===== src/rtl/mul_share_arb.sv =====
// NUM_REQ requesters share one 11x11 unsigned multiplier behind a 2-stage pipeline.
// Define MUL_SHARE_ARB_RR_EN for round-robin arbitration; default build is fixed priority (lowest index wins).
module mul_share_arb_mul11 (
  input  logic [10:0] a_i,
  input  logic [10:0] b_i,
  output logic [21:0] p_o
);
  assign p_o = {11'd0, a_i} * {11'd0, b_i};
endmodule

module mul_share_arb #(
  parameter int NUM_REQ = 4
) (
  input  logic                              clk,
  input  logic                              nRST,
  input  logic [NUM_REQ-1:0]                req_valid,
  input  logic [NUM_REQ-1:0][10:0]          req_a,
  input  logic [NUM_REQ-1:0][10:0]          req_b,
  output logic [NUM_REQ-1:0]                req_ready,
  output logic                              rsp_valid,
  input  logic                              rsp_ready,
  output logic [$clog2(NUM_REQ)-1:0]        rsp_id,
  output logic [12:0]                       rsp_result,
  output logic                              rsp_overflow,
  output logic                              rsp_round_loss
);
  localparam int IDW = $clog2(NUM_REQ);

  typedef struct packed {
    logic [IDW-1:0] id;
    logic [10:0]    a;
    logic [10:0]    b;
  } s1_t;

  typedef struct packed {
    logic [IDW-1:0] id;
    logic [12:0]    result;
    logic           ovf;
    logic           rloss;
  } s2_t;

  logic           v1_q, v2_q;
  s1_t            s1_q, s1_d;
  s2_t            s2_q, s2_d;
  logic           s1_en, s2_en, xfer, win_vld;
  logic [IDW-1:0] win_id, base;
  logic [21:0]    prod;

  function automatic logic [IDW-1:0] wrap_add(input logic [IDW-1:0] x, input int k);
    int s;
    s = int'(x) + k;
    if (s >= NUM_REQ) s = s - NUM_REQ;
    return IDW'(s);
  endfunction

`ifdef MUL_SHARE_ARB_RR_EN
  logic [IDW-1:0] ptr_q, ptr_d;
  assign base  = ptr_q;
  assign ptr_d = xfer ? wrap_add(win_id, 1) : ptr_q;

  always_ff @(posedge clk or negedge nRST) begin
    if (!nRST) ptr_q <= '0;
    else       ptr_q <= ptr_d;
  end
`else
  assign base = '0;
`endif

  // Scan downward so the lowest offset from base is the last (winning) assignment.
  always_comb begin
    win_vld = 1'b0;
    win_id  = '0;
    for (int k = NUM_REQ-1; k >= 0; k--) begin
      if (req_valid[wrap_add(base, k)]) begin
        win_vld = 1'b1;
        win_id  = wrap_add(base, k);
      end
    end
  end

  assign s2_en     = !v2_q | rsp_ready;
  assign s1_en     = !v1_q | s2_en;
  assign req_ready = (nRST && s1_en && win_vld) ? (NUM_REQ'(1) << win_id) : '0;
  assign xfer      = |(req_valid & req_ready);

  mul_share_arb_mul11 u_mul (
    .a_i (s1_q.a),
    .b_i (s1_q.b),
    .p_o (prod)
  );

  always_comb begin
    s1_d = s1_q;
    if (xfer) begin
      s1_d.id = win_id;
      s1_d.a  = req_a[win_id];
      s1_d.b  = req_b[win_id];
    end
  end

  always_comb begin
    s2_d = s2_q;
    if (v1_q) begin
      s2_d.id     = s1_q.id;
      s2_d.result = prod[20:8];
      s2_d.ovf    = prod[21];
      s2_d.rloss  = |prod[7:0];
    end
  end

  always_ff @(posedge clk or negedge nRST) begin
    if (!nRST) begin
      v1_q <= 1'b0;
      v2_q <= 1'b0;
      s1_q <= '0;
      s2_q <= '0;
    end else begin
      if (s1_en) begin
        v1_q <= xfer;
        s1_q <= s1_d;
      end
      if (s2_en) begin
        v2_q <= v1_q;
        s2_q <= s2_d;
      end
    end
  end

  assign rsp_valid      = v2_q;
  assign rsp_id         = s2_q.id;
  assign rsp_result     = s2_q.result;
  assign rsp_overflow   = s2_q.ovf;
  assign rsp_round_loss = s2_q.rloss;
endmodule


===== config.mk =====
export PLATFORM = sky130hd
export DESIGN_NAME = mul_share_arb
export DESIGN_NICKNAME = d
export VERILOG_FILES = /design/src/rtl/mul_share_arb.sv
export SDC_FILE = /design/constraint.sdc
export NUM_CORES = 1
export LEC_CHECK = 0
export ABC_AREA = 0
export CAP_MARGIN = 30
export CELL_PAD_IN_SITES_DETAIL_PLACEMENT = 1
export CELL_PAD_IN_SITES_GLOBAL_PLACEMENT = 2
export CORE_ASPECT_RATIO = 2
export CORE_MARGIN = 2
export CORE_UTILIZATION = 36
export CTS_BUF_LIST = sky130_fd_sc_hd__clkbuf_4 sky130_fd_sc_hd__clkbuf_8 sky130_fd_sc_hd__clkbuf_16
export CTS_CLUSTER_DIAMETER = 150
export CTS_CLUSTER_SIZE = 12
export DETAILED_ROUTE_END_ITERATION = 16
export GPL_TIMING_DRIVEN = 0
export HOLD_SLACK_MARGIN = 0.15
export PLACE_DENSITY_LB_ADDON = 0.15
export SYNTH_ARGS = -nofsm -noshare
export SYNTH_HDL_FRONTEND = slang
export SYNTH_HIERARCHICAL = 1
export SYNTH_SLANG_ARGS = --single-unit

===== constraint.sdc =====
create_clock -name clk -period 8.7 [get_ports clk]
set_input_delay 2.175 -clock clk [delete_from_list [all_inputs] [get_ports clk]]
set_output_delay 2.175 -clock clk [all_outputs]
set_load 0.01 [all_outputs]

# Word level (Yosys, flattened, before mapping)
# Cells that the tools add are included.
[totals] output_inout_bits=22 latchBits=0 rom_bits=0 in_bits=95 word_cells=36 n_memories=0 reg_bits=43 ram_bits=0
[op_classes] n_mux=13 bitwise_logic=3 div_mod_pow=0 n_mul=1 n_lt_le_gt_ge=1 shifts=1 reduce_logical=8 n_eq_ne=0 n_addsub=0
[ops] cell="$bmux 11 s2" count=2
[ops] cell="$mul 11x11->22" count=1
[ops] cell="$mux 11" count=2
[ops] cell="$mux 2" count=4
[ops] cell="$reduce_or 8->1" count=1
[ops] cell="$and 4x4->4" count=1
[ops] cell="$mux 1" count=4
[ops] cell="$mux 4" count=1
[ops] cell="$reduce_and 2->1" count=2
[ops] cell="$reduce_or 4->1" count=1
[ops] cell="$shl 1x2->4 const A" count=1
[ops] cell="$lt 2x3->1 const B" count=1
[ops] cell="$logic_and 1x1->1" count=2
[ops] cell="$logic_not 1->1" count=2
[ops] cell="$or 1x1->1" count=2

# Longest topological paths before layout
# Gate-level depths: netlist of run 1.
[depth] word_depth=9 mapped_depth=20 mapped_depth_nobuf=19

# Hierarchy
# The synthesis of run 1 kept the hierarchy.
[modules_own_cells] mod="mul_share_arb_mul11" n_inst=1 cells_per_inst=483 seq_area_each_um2=0.0 area_each_um2=4091.4
[modules_own_cells] mod="mul_share_arb" n_inst=1 cells_per_inst=270 seq_area_each_um2=1076.0 area_each_um2=2663.8

# Worst setup path before layout of run 1
# OpenSTA, ideal clock, no wires.
[synth_path] kind="in2out" start="input port rsp_ready" end="output port req_ready[1]" n_path_buf=2 t_arrival_ns=3.093 path_slack_ns=3.432 cell_stages=4 required_time_ns=6.525 path_cell_list="nand3b_1 -> clkbuf_1 -> buf_1 -> and3_1"
[synth_between] elab_chain_cells=5
[synth_lines] element="from (decl)" line_no="21" rtl="input logic rsp_ready,"
[synth_lines] element="$or 1x1->1" line_no="81" rtl="assign s2_en = !v2_q | rsp_ready;"
[synth_lines] element="$or 1x1->1" line_no="82" rtl="assign s1_en = !v1_q | s2_en;"
[synth_lines] element="$logic_and 1x1->1 (2 in series)" line_no="83" rtl="assign req_ready = (nRST && s1_en && win_vld) ? (NUM_REQ'(1) << win_id) : '0;"
[synth_lines] element="$mux 4" line_no="83"
[synth_lines] element="to (decl)" line_no="19" rtl="output logic [NUM_REQ-1:0] req_ready,"
# Every way passes these cells.

# Worst setup path in the final report of run 1
# Same ends and word-level chain as after synthesis.

==> results of run 1 <==
[metrics by stage]
step,std cells,setup WS [ns],util (%)
after floorplan,753,3.43,-
after global routing,1092,1.87,45.6
after detailed placement,1085,1.95,44.8
final,1092,1.97,45.6
after CTS,1092,1.94,45.6
after global placement,1084,0.586,44.7
[sequential cells by signal, summed over array words and instances, names as in the netlist]
register        flops
s1_q               24
rsp_result         13
rsp_id              2
rsp_overflow        1
rsp_round_loss      1
rsp_valid           1
v1_q                1
[cells by family (layout without fill, tap and decap cells)]
logic type / Yosys count / in the layout / synth area share (%)
buf+inv: 162 / 285 / 9.50
mux: 17 / 17 / 2.89
flops: 43 / 43 / 15.9
fa+ha+maj: 140 / 140 / 34.8
xor+xnor: 18 / 18 / 2.33
simple gates: 239 / 239 / 18.2
compound gates: 134 / 134 / 16.3
[final timing paths]
kind                                                 from  slack [ns]                         to
worst min register to register  rsp_result[7]$_DFFE_PN0P_        0.50  rsp_result[7]$_DFFE_PN0P_
worst max register to register       s1_q[18]$_DFFE_PN0P_        2.84  rsp_result[6]$_DFFE_PN0P_
max in group asynchronous                            nRST        6.41      rsp_valid$_DFFE_PN0P_
worst min-delay path            rsp_result[7]$_DFFE_PN0P_        0.50  rsp_result[7]$_DFFE_PN0P_
min in group asynchronous                            nRST        1.77  rsp_result[6]$_DFFE_PN0P_
worst max-delay path                            rsp_ready        1.97               req_ready[1]
[placed cells by master, fill, tap and decap left out, types with 6 or more instances in the layout]
| cell | synthesis | layout |
|---|---|---|
| sky130_fd_sc_hd__nand3b_1 | 24 | 24 |
| sky130_fd_sc_hd__mux2_2 | 16 | 16 |
| sky130_fd_sc_hd__ha_1 | 60 | 60 |
| sky130_fd_sc_hd__a21oi_1 | 15 | 15 |
| sky130_fd_sc_hd__dfrtp_1 | 43 | 43 |
| sky130_fd_sc_hd__a31oi_1 | 24 | 24 |
| sky130_fd_sc_hd__fa_1 | 80 | 80 |
| sky130_fd_sc_hd__nand2_1 | 117 | 117 |
| sky130_fd_sc_hd__nor2_1 | 8 | 8 |
| sky130_fd_sc_hd__a21o_1 | 25 | 25 |
| sky130_fd_sc_hd__clkbuf_1 | 43 | 43 |
| sky130_fd_sc_hd__o21ai_0 | 26 | 26 |
| sky130_fd_sc_hd__inv_1 | 111 | 111 |
| sky130_fd_sc_hd__xor2_1 | 6 | 6 |
| sky130_fd_sc_hd__clkdlybuf4s50_1 | 0 | 114 |
| sky130_fd_sc_hd__and2_1 | 63 | 63 |
| sky130_fd_sc_hd__xnor2_1 | 12 | 12 |
| sky130_fd_sc_hd__a41oi_2 | 20 | 20 |
[metal layers]
metal / global-route usage, % / vias to the layer above / wire, um
met5: 0 / - / 0
met4: 8.47 / 0 / 658
met3: 2.29 / 32 / 597
met2: 46.9 / 136 / 12800
met1: 20.5 / 2936 / 6980
li1: - / 2702 / -
[final cells by class]
| cell class | count | area, sq um | area share (%) |
|---|---|---|---|
| Multi-Input combinational cell | 548 | 5040 | 60.3 |
| Timing Repair Buffer | 116 | 1170 | 14.0 |
| Sequential cell | 43 | 1080 | 12.9 |
| Inverter | 111 | 417 | 4.99 |
| Tap cell | 216 | 270 | 3.23 |
| Buffer | 51 | 225 | 2.70 |
| Clock buffer | 5 | 125 | 1.50 |
| Clock inverter | 2 | 37.5 | 0.449 |
==> flow_summary.ini, run 1 <==
[sta]
hold_violations = 0
worst_slew_pin_slew_ns = 0.664
max_slew_violation_count = 0
fin_setup_tns_ns = 0
finalHoldWorstSlack_ns = 0.503
setup_viol = 0
timing.max_slew.rel_slack_pct = 55.6
clock.fmax_ghz = 0.149
clock_skew_ns = 0.00902
finalWorstPathRequiredPeriod_ns = 6.73
grt_setup_unrepaired = false
period_share_pct = 77.3

[critical_path]
critical_path_peak_fanout = 10
cp_data_required_time_ns = 6.53
timing.critical_path.slowest_stage_cell = sky130_fd_sc_hd__clkdlybuf4s50_1
worst_ep_arrival_time_ns = 4.55
top_cell_by_count_worst_path = sky130_fd_sc_hd__clkdlybuf4s50_1
cpLargestDelayFamily = buffers and inverters
worst-r2r-cell-count = 20
setup.worst_path.end_class = output port
timing_worst_setup_path_type = primary input to output port
critical_path.n_buffers_inverters = 4
cp_num_cells = 6
cp_peak_stage_delay_ns = 0.54
crit_path_cell_trace = clkdlybuf4s50_1, nand3b_1, clkbuf_1, buf_1, and3_1, clkdlybuf4s50_1
critical_path_startpoint_category = primary input

[global_route]
grt_start_max_net_pins = 34
grtUsageTotal_pct = 22.2
grt.overflow.total = 0
grt_first_pass_wirelength_um = 34200
number_of_antenna_violations_at_the_first_check_in_global_routing = 0
grt_pass1_vias = 6713

[yosys]
postSynthCellCount = 753
syn_area_sq_um = 6760
synth_enable_flop_cells = 0
synth.top_cell.area_share_pct = 23.7
yosys_warnings = 6
leading_post_synthesis_cells_by_cell_area = sky130_fd_sc_hd__fa_1 (24%), sky130_fd_sc_hd__dfrtp_1 (16%), sky130_fd_sc_hd__ha_1 (11%)
synth.distinct_cells = 52
synth-main-ff-cell = sky130_fd_sc_hd__dfrtp_1
synth.net_count = 988
synth_sequential_area_ratio_pct = 15.9
synth_area_leader_cell = sky130_fd_sc_hd__fa_1
cell_with_the_most_instances_after_synthesis = sky130_fd_sc_hd__nand2_1
postSynthAreaPerCell_sq_um = 8.97
ys_top_cells_by_count = sky130_fd_sc_hd__nand2_1 (117), sky130_fd_sc_hd__inv_1 (111), sky130_fd_sc_hd__fa_1 (80)
synth_async_sr_flop_share_pct = 100
ys_ff_latch = 43

[detailed_routing]
ant_nets = 0
first_iter_violations = 121
drc_errors = 0
detail_route.wirelength_um = 21000
drt-pass1-iter-count = 4
route.detailed.vias_per_inst = 5.32
post_drt_wl_per_cell_um = 19.2
detailroute.via_count = 5806

[cts]
h-tree-depth = 2
clk_path_buf_depth = 2
clkSlewWorstSetupHoldPaths_ns = 0.06
clock-sinks = 43
postCtsSetupRepairBufs = 0
cts.repair.resized = 0
cts_tree = done
worst_skew_pair.late_latency_ns = 0.31
number_of_clock_buffers_inserted_by_tritoncts = 5
cts.hold.buffers_added = 0
cts.root.buffer_cell = sky130_fd_sc_hd__clkbuf_16

[layout]
layout.nets = 1111
finalInstanceArea_sq_um = 8350
drive_gt1_share_pct = 7.88
syn2layout_area_growth_pct = 23.7
num_antenna_cells = 0
fill_cells = 2130

[die]
core.rowCount = 70
placeableCoreArea_sq_um = 18300
io_pins = 117
die_height_um = 198
die_width_um = 101
die_area_sq_um = 19900
initial_utilization_pct = 36.9

[run]
max_cap_violations = 0

[place]
detailed_place_hpwl_um = 18300
port_buffers = 115
placer_congestion_estimate = 0.884
dpl_cell_area_sq_um = 8190

[worst_hold_path]
hold_path.class = flop to flop
min_delay_path_depth = 1

[status]
status = finished, final reports clean
Power of run 1 is not shown: default switching activity piles up to over one toggle a cycle in this logic, so the estimate is an artifact.
==> run 2, diff against run 1 <==
CORE_UTILIZATION = 34   (was 36)
clock period = 6.5 ns   (was 8.7 ns; I/O delays follow)
==> run 2 against run 1 <==
  * Clock-buffer cell count increased by 1
  * Non-clock buffer count did not move
  * Global-route usage fell by 1.0 points
  * Flip-flop and latch count did not move
  * Clock skew barely moved
  * First-iteration DRC count up 12%
  * Die area rose by 5.7%
  * Sequential share of layout area shrank 0.077 points
==> flow_summary.ini, run 2 (synthesized netlist as in run 1, its figures left out) <==
[die]
die_area_sq_um = 21100
die_height_um = 203
core.rowCount = 73
die_width_um = 104
initial_utilization_pct = 34.2
io_pins = 117
placeableCoreArea_sq_um = 19700

[global_route]
grtUsageTotal_pct = 21.2
grt_start_max_net_pins = 34
grtUsageMet3_pct = 2.08
number_of_antenna_violations_at_the_first_check_in_global_routing = 0
met2_usage_pct = 46.7
global_route.peak_usage_layer = met2
grt_pass1_vias = 6871
grt_util_met1_pct = 19.2
grt_first_pass_wirelength_um = 35100
grt.overflow.total = 0

[layout]
layout.nets = 1111
num_antenna_cells = 0
drive_gt1_share_pct = 7.98
number_of_flip_flops_in_the_largest_register = 24
finalInstanceArea_sq_um = 8400
mostFrequentLayoutCells = sky130_fd_sc_hd__nand2_1 (117), sky130_fd_sc_hd__clkdlybuf4s50_1 (114), sky130_fd_sc_hd__inv_1 (111), sky130_fd_sc_hd__fa_1 (80), sky130_fd_sc_hd__and2_1 (63)
final_common_cell = sky130_fd_sc_hd__nand2_1
syn2layout_area_growth_pct = 24.4
largest_register = s1_q

[sta]
final_critical_path_setup_slack_ns = 0.609
timing.max_slew.rel_slack_pct = 58.4
max_slew_violation_count = 0
period_share_pct = 90.6
grt_setup_unrepaired = false
clock_skew_ns = 0.00914
fin_setup_tns_ns = 0
worst_slew_pin_slew_ns = 0.623
setup_viol = 0
finalHoldWorstSlack_ns = 0.501
finalWorstPathRequiredPeriod_ns = 5.89
clock.fmax_ghz = 0.170
hold_violations = 0

[run]
max_cap_violations = 0

[critical_path]
critical_path_startpoint_category = flop
timing_worst_setup_path_type = flop to flop
setup.worst_path.end_class = flop
cp_data_required_time_ns = 6.75
worst_ep_arrival_time_ns = 6.14
critical_path_peak_fanout = 10

[cts]
cts_tree = done
worst_skew_pair.late_latency_ns = 0.30
clk_path_buf_depth = 2
cts.root.buffer_cell = sky130_fd_sc_hd__clkbuf_16
postCtsSetupRepairBufs = 0
cts.hold.buffers_added = 0
number_of_clock_buffers_inserted_by_tritoncts = 5
h-tree-depth = 2
clkSlewWorstSetupHoldPaths_ns = 0.07
cts.repair.resized = 0
clock-sinks = 43

[worst_hold_path]
hold_path.class = flop to flop

[detailed_routing]
drc_errors = 0
detail_route.wirelength_um = 21200
first_iter_violations = 135
drt-pass1-iter-count = 6
ant_nets = 0
post_drt_wl_per_cell_um = 18.6
route.detailed.vias_per_inst = 5.02
detailroute.via_count = 5722

[place]
placer_congestion_estimate = 0.866
port_buffers = 115
detailed_place_hpwl_um = 18600
pre_cts_slack_ns = 0.579
dpl_cell_area_sq_um = 8250

[status]
status = finished, final reports clean
==> run 2: critical path: stages, from the launching register on <==
cell,delay [ns]
sky130_fd_sc_hd__dfrtp_1,0.41
sky130_fd_sc_hd__clkbuf_1,0.47
sky130_fd_sc_hd__nand2_1,0.16
sky130_fd_sc_hd__fa_1,0.55
sky130_fd_sc_hd__inv_1,0.05
sky130_fd_sc_hd__fa_1,0.51
sky130_fd_sc_hd__inv_1,0.06
sky130_fd_sc_hd__fa_1,0.52
sky130_fd_sc_hd__inv_1,0.05
sky130_fd_sc_hd__fa_1,0.48
sky130_fd_sc_hd__inv_1,0.05
sky130_fd_sc_hd__fa_1,0.47
sky130_fd_sc_hd__inv_1,0.04
sky130_fd_sc_hd__ha_1,0.37
sky130_fd_sc_hd__a21oi_1,0.16
sky130_fd_sc_hd__o21ai_1,0.09
sky130_fd_sc_hd__a31oi_2,0.36
sky130_fd_sc_hd__a2bb2oi_1,0.31
sky130_fd_sc_hd__mux2_4,0.33
sky130_fd_sc_hd__a311oi_2,0.23
sky130_fd_sc_hd__mux2_2,0.18
==> run 2: cell type report <==
class,instances,area [sq um]
multi-input combinational,548,5040
inverter,111,417
clock inverter,2,16.3
sequential,43,1080
timing repair buffer,116,1170
fill,2354,11300
buffer,51,225
clock buffer,6,139
tap,262,328
==> run 2: through the flow <==
step           cells  utilization [%]
6_report        1139             42.6
4_1_cts         1139             42.6
3_3_place_gp    1130             41.7
2_1_floorplan    753                -
5_1_grt         1139             42.6
3_5_place_dp    1131             41.8
==> run 2: path summary, 6_finish.rpt <==
check	cells after the start	slack, ns	endpoint	from
hold reg to reg	1	0.50	rsp_result[11]$_DFFE_PN0P_	rsp_result[11]$_DFFE_PN0P_
max in group asynchronous	2	4.77	rsp_round_loss$_DFFE_PN0P_	nRST
hold / removal	1	0.50	rsp_result[11]$_DFFE_PN0P_	rsp_result[11]$_DFFE_PN0P_
setup / recovery	20	0.61	rsp_result[6]$_DFFE_PN0P_	s1_q[18]$_DFFE_PN0P_
min in group asynchronous	1	1.22	rsp_result[6]$_DFFE_PN0P_	nRST
setup reg to reg	20	0.61	rsp_result[6]$_DFFE_PN0P_	s1_q[18]$_DFFE_PN0P_
==> run 2: routing by layer <==
| layer | routed length (um) | vias to the layer above | share of wire (%) |
|---|---|---|---|
| met4 | 590 | 0 | 2.8 |
| met2 | 13100 | 123 | 62 |
| met1 | 7000 | 2865 | 33 |
| li1 | - | 2700 | - |
| met3 | 489 | 34 | 2.3 |
| met5 | 0 | - | 0 |
Power of run 2 is left out for the same reason.
==> run 3, diff against run 2 <==
clock period = 5.9 ns   (was 6.5 ns; I/O delays follow)
==> run 3 against run 2 <==
  * Routed wire length down 0.13%
  * Critical path type unchanged
  * Flip-flop and latch count is the same
  * Setup slack worse by 0.33 ns
  * Die area unchanged
  * Final area rose by 0.16%
  * Worst hold slack barely moved
  * Core utilization up 0.070 points
  * Clock-buffer cell count unchanged
  * First-iteration DRC count fell by 21%
  * Critical path depth down 2
  * Clock skew about the same
  * Final cell count about the same
==> flow_summary.ini, run 3 (synthesized netlist as in run 1, its figures left out) <==
[die]
placeableCoreArea_sq_um = 19700
die_area_sq_um = 21100
initial_utilization_pct = 34.2
die_width_um = 104
io_pins = 117
die_height_um = 203
core.rowCount = 73

[worst_hold_path]
hold_path.class = flop to flop

[critical_path]
r2r-end = rsp_result[10]$_DFFE_PN0P_
critical_path_startpoint_category = flop
worst-r2r-cell-count = 18
cp-startpoint = s1_q[5]$_DFFE_PN0P_
cp_data_required_time_ns = 6.08
setup.worst_path.end_class = flop
setup_crit_end = rsp_result[10]$_DFFE_PN0P_
ff2ff_setup_slack_ns = 0.27
worst_ep_arrival_time_ns = 5.81
critical_path_peak_fanout = 10
critical_path.reg2reg.startpoint = s1_q[5]$_DFFE_PN0P_
timing_worst_setup_path_type = flop to flop

[cts]
clkSlewWorstSetupHoldPaths_ns = 0.07
cts.root.buffer_cell = sky130_fd_sc_hd__clkbuf_16
clock-sinks = 43
number_of_clock_buffers_inserted_by_tritoncts = 5
h-tree-depth = 2
cts_tree = done
postCtsSetupRepairBufs = 0
worst_skew_pair.late_latency_ns = 0.30
clk_path_buf_depth = 2

[sta]
finalWorstPathRequiredPeriod_ns = 5.63
grt_setup_unrepaired = false
max_slew_violation_count = 0
worst_slew_pin_slew_ns = 0.598
setup_viol = 0
hold_violations = 0
period_share_pct = 95.3
timing.max_slew.rel_slack_pct = 60.1
clock_skew_ns = 0.00879
clock.fmax_ghz = 0.178

[detailed_routing]
first_iter_violations = 107
route.detailed.vias_per_inst = 5.02
detailroute.via_count = 5718
drc_errors = 0
drt-pass1-iter-count = 4
detail_route.wirelength_um = 21100
ant_nets = 0
post_drt_wl_per_cell_um = 18.6

[status]
status = finished, final reports clean

[layout]
final-instance-count-excl-fill = 1138
mostFrequentLayoutCells = sky130_fd_sc_hd__nand2_1 (117), sky130_fd_sc_hd__clkdlybuf4s50_1 (114), sky130_fd_sc_hd__inv_1 (111), sky130_fd_sc_hd__fa_1 (80), sky130_fd_sc_hd__and2_1 (63)
fill_cells = 2349
layout.nets = 1110
largest_register = s1_q
final_common_cell = sky130_fd_sc_hd__nand2_1
num_antenna_cells = 0
drive_gt1_share_pct = 8.79
syn2layout_area_growth_pct = 24.6
number_of_flip_flops_in_the_largest_register = 24

[global_route]
grtUsageTotal_pct = 21.2
number_of_antenna_violations_at_the_first_check_in_global_routing = 0
grt_pass1_vias = 6871
grt.overflow.total = 0
grt_start_max_net_pins = 34
grt_first_pass_wirelength_um = 35100

[place]
placer_congestion_estimate = 0.866
placed_cells = 1131
port_buffers = 115
detailed_place_hpwl_um = 18600

[run]
max_cap_violations = 0
-- run 3: cell types whose count changed in the layout (fill, tap and decap cells not counted), sizes merged --
cell / change
clkbuf: -1
-- run 3: final cells by class --
cell class | instances | area [sq um] | share of cell area, %
multi-input combinational | 548 | 5050 | 59.9
timing repair buffer | 116 | 1170 | 13.9
sequential | 43 | 1080 | 12.8
inverter | 111 | 417 | 4.95
tap | 262 | 328 | 3.89
buffer | 50 | 230 | 2.73
clock buffer | 6 | 139 | 1.65
clock inverter | 2 | 16.3 | 0.193
-- run 3: layer usage --
layer	global-route usage, %	routed length [um]	up-vias
met2	46.7	13100	121
li1	-	-	2702
met1	19.2	7020	2863
met3	2.08	490	32
met5	0	0	-
met4	7.24	573	0
-- run 3: metrics by stage --
step	setup WS, ns	cell area (sq um)	hold slack [ns]	TNS [ns]	util (%)
after detailed placement	-0.0215	8250	0.492	-0.0215	41.8
final	0.275	8420	0.502	0	42.7
after CTS	0.0879	8410	0.508	0	42.6
after floorplan	0.736	6760	0.481	0	-
after global placement	-0.822	8230	0.487	-2.56	41.7
after global routing	0.0169	8420	0.524	0	42.7
-- run 3: how the worst min path moves through the flow --
| stage | from | end | depth (start not counted) |
|---|---|---|---|
| 4_1_cts | rsp_result[10]$_DFFE_PN0P_ | rsp_result[10]$_DFFE_PN0P_ | 1 |
| 5_1_grt | rsp_overflow$_DFFE_PN0P_ | rsp_overflow$_DFFE_PN0P_ | 1 |
| 3_5_place_dp | rsp_result[10]$_DFFE_PN0P_ | rsp_result[10]$_DFFE_PN0P_ | 1 |
| 2_1_floorplan | s1_q[23]$_DFFE_PN0P_ | rsp_id[1]$_DFFE_PN0P_ | 1 |
| 6_report | rsp_result[11]$_DFFE_PN0P_ | rsp_result[11]$_DFFE_PN0P_ | 1 |
| 3_3_place_gp | rsp_result[4]$_DFFE_PN0P_ | rsp_result[4]$_DFFE_PN0P_ | 1 |
-- run 3: worst max-delay path, stage by stage, from the launching register on --
cell and delay [ns]:
sky130_fd_sc_hd__dfrtp_1 0.40, sky130_fd_sc_hd__clkbuf_1 0.28, sky130_fd_sc_hd__and2_1 0.29, sky130_fd_sc_hd__fa_1 0.55, sky130_fd_sc_hd__inv_1 0.07, sky130_fd_sc_hd__fa_1 0.53
sky130_fd_sc_hd__inv_1 0.05, sky130_fd_sc_hd__fa_1 0.46, sky130_fd_sc_hd__fa_1 0.49, sky130_fd_sc_hd__inv_1 0.05, sky130_fd_sc_hd__fa_1 0.47, sky130_fd_sc_hd__inv_1 0.04
sky130_fd_sc_hd__ha_1 0.35, sky130_fd_sc_hd__nand2_1 0.12, sky130_fd_sc_hd__or4_1 0.50, sky130_fd_sc_hd__o221ai_2 0.34, sky130_fd_sc_hd__o31ai_1 0.13, sky130_fd_sc_hd__xnor2_1 0.13
sky130_fd_sc_hd__mux2_2 0.26
-- run 3: repair_timing --
action | in CTS | in global routing
resized for setup | 1 | 13
hold buffers | 0 | 0
hold endpoints to repair | 0 | 0
setup endpoints to repair | 1 | 5
Power of run 3 is left out for the same reason.
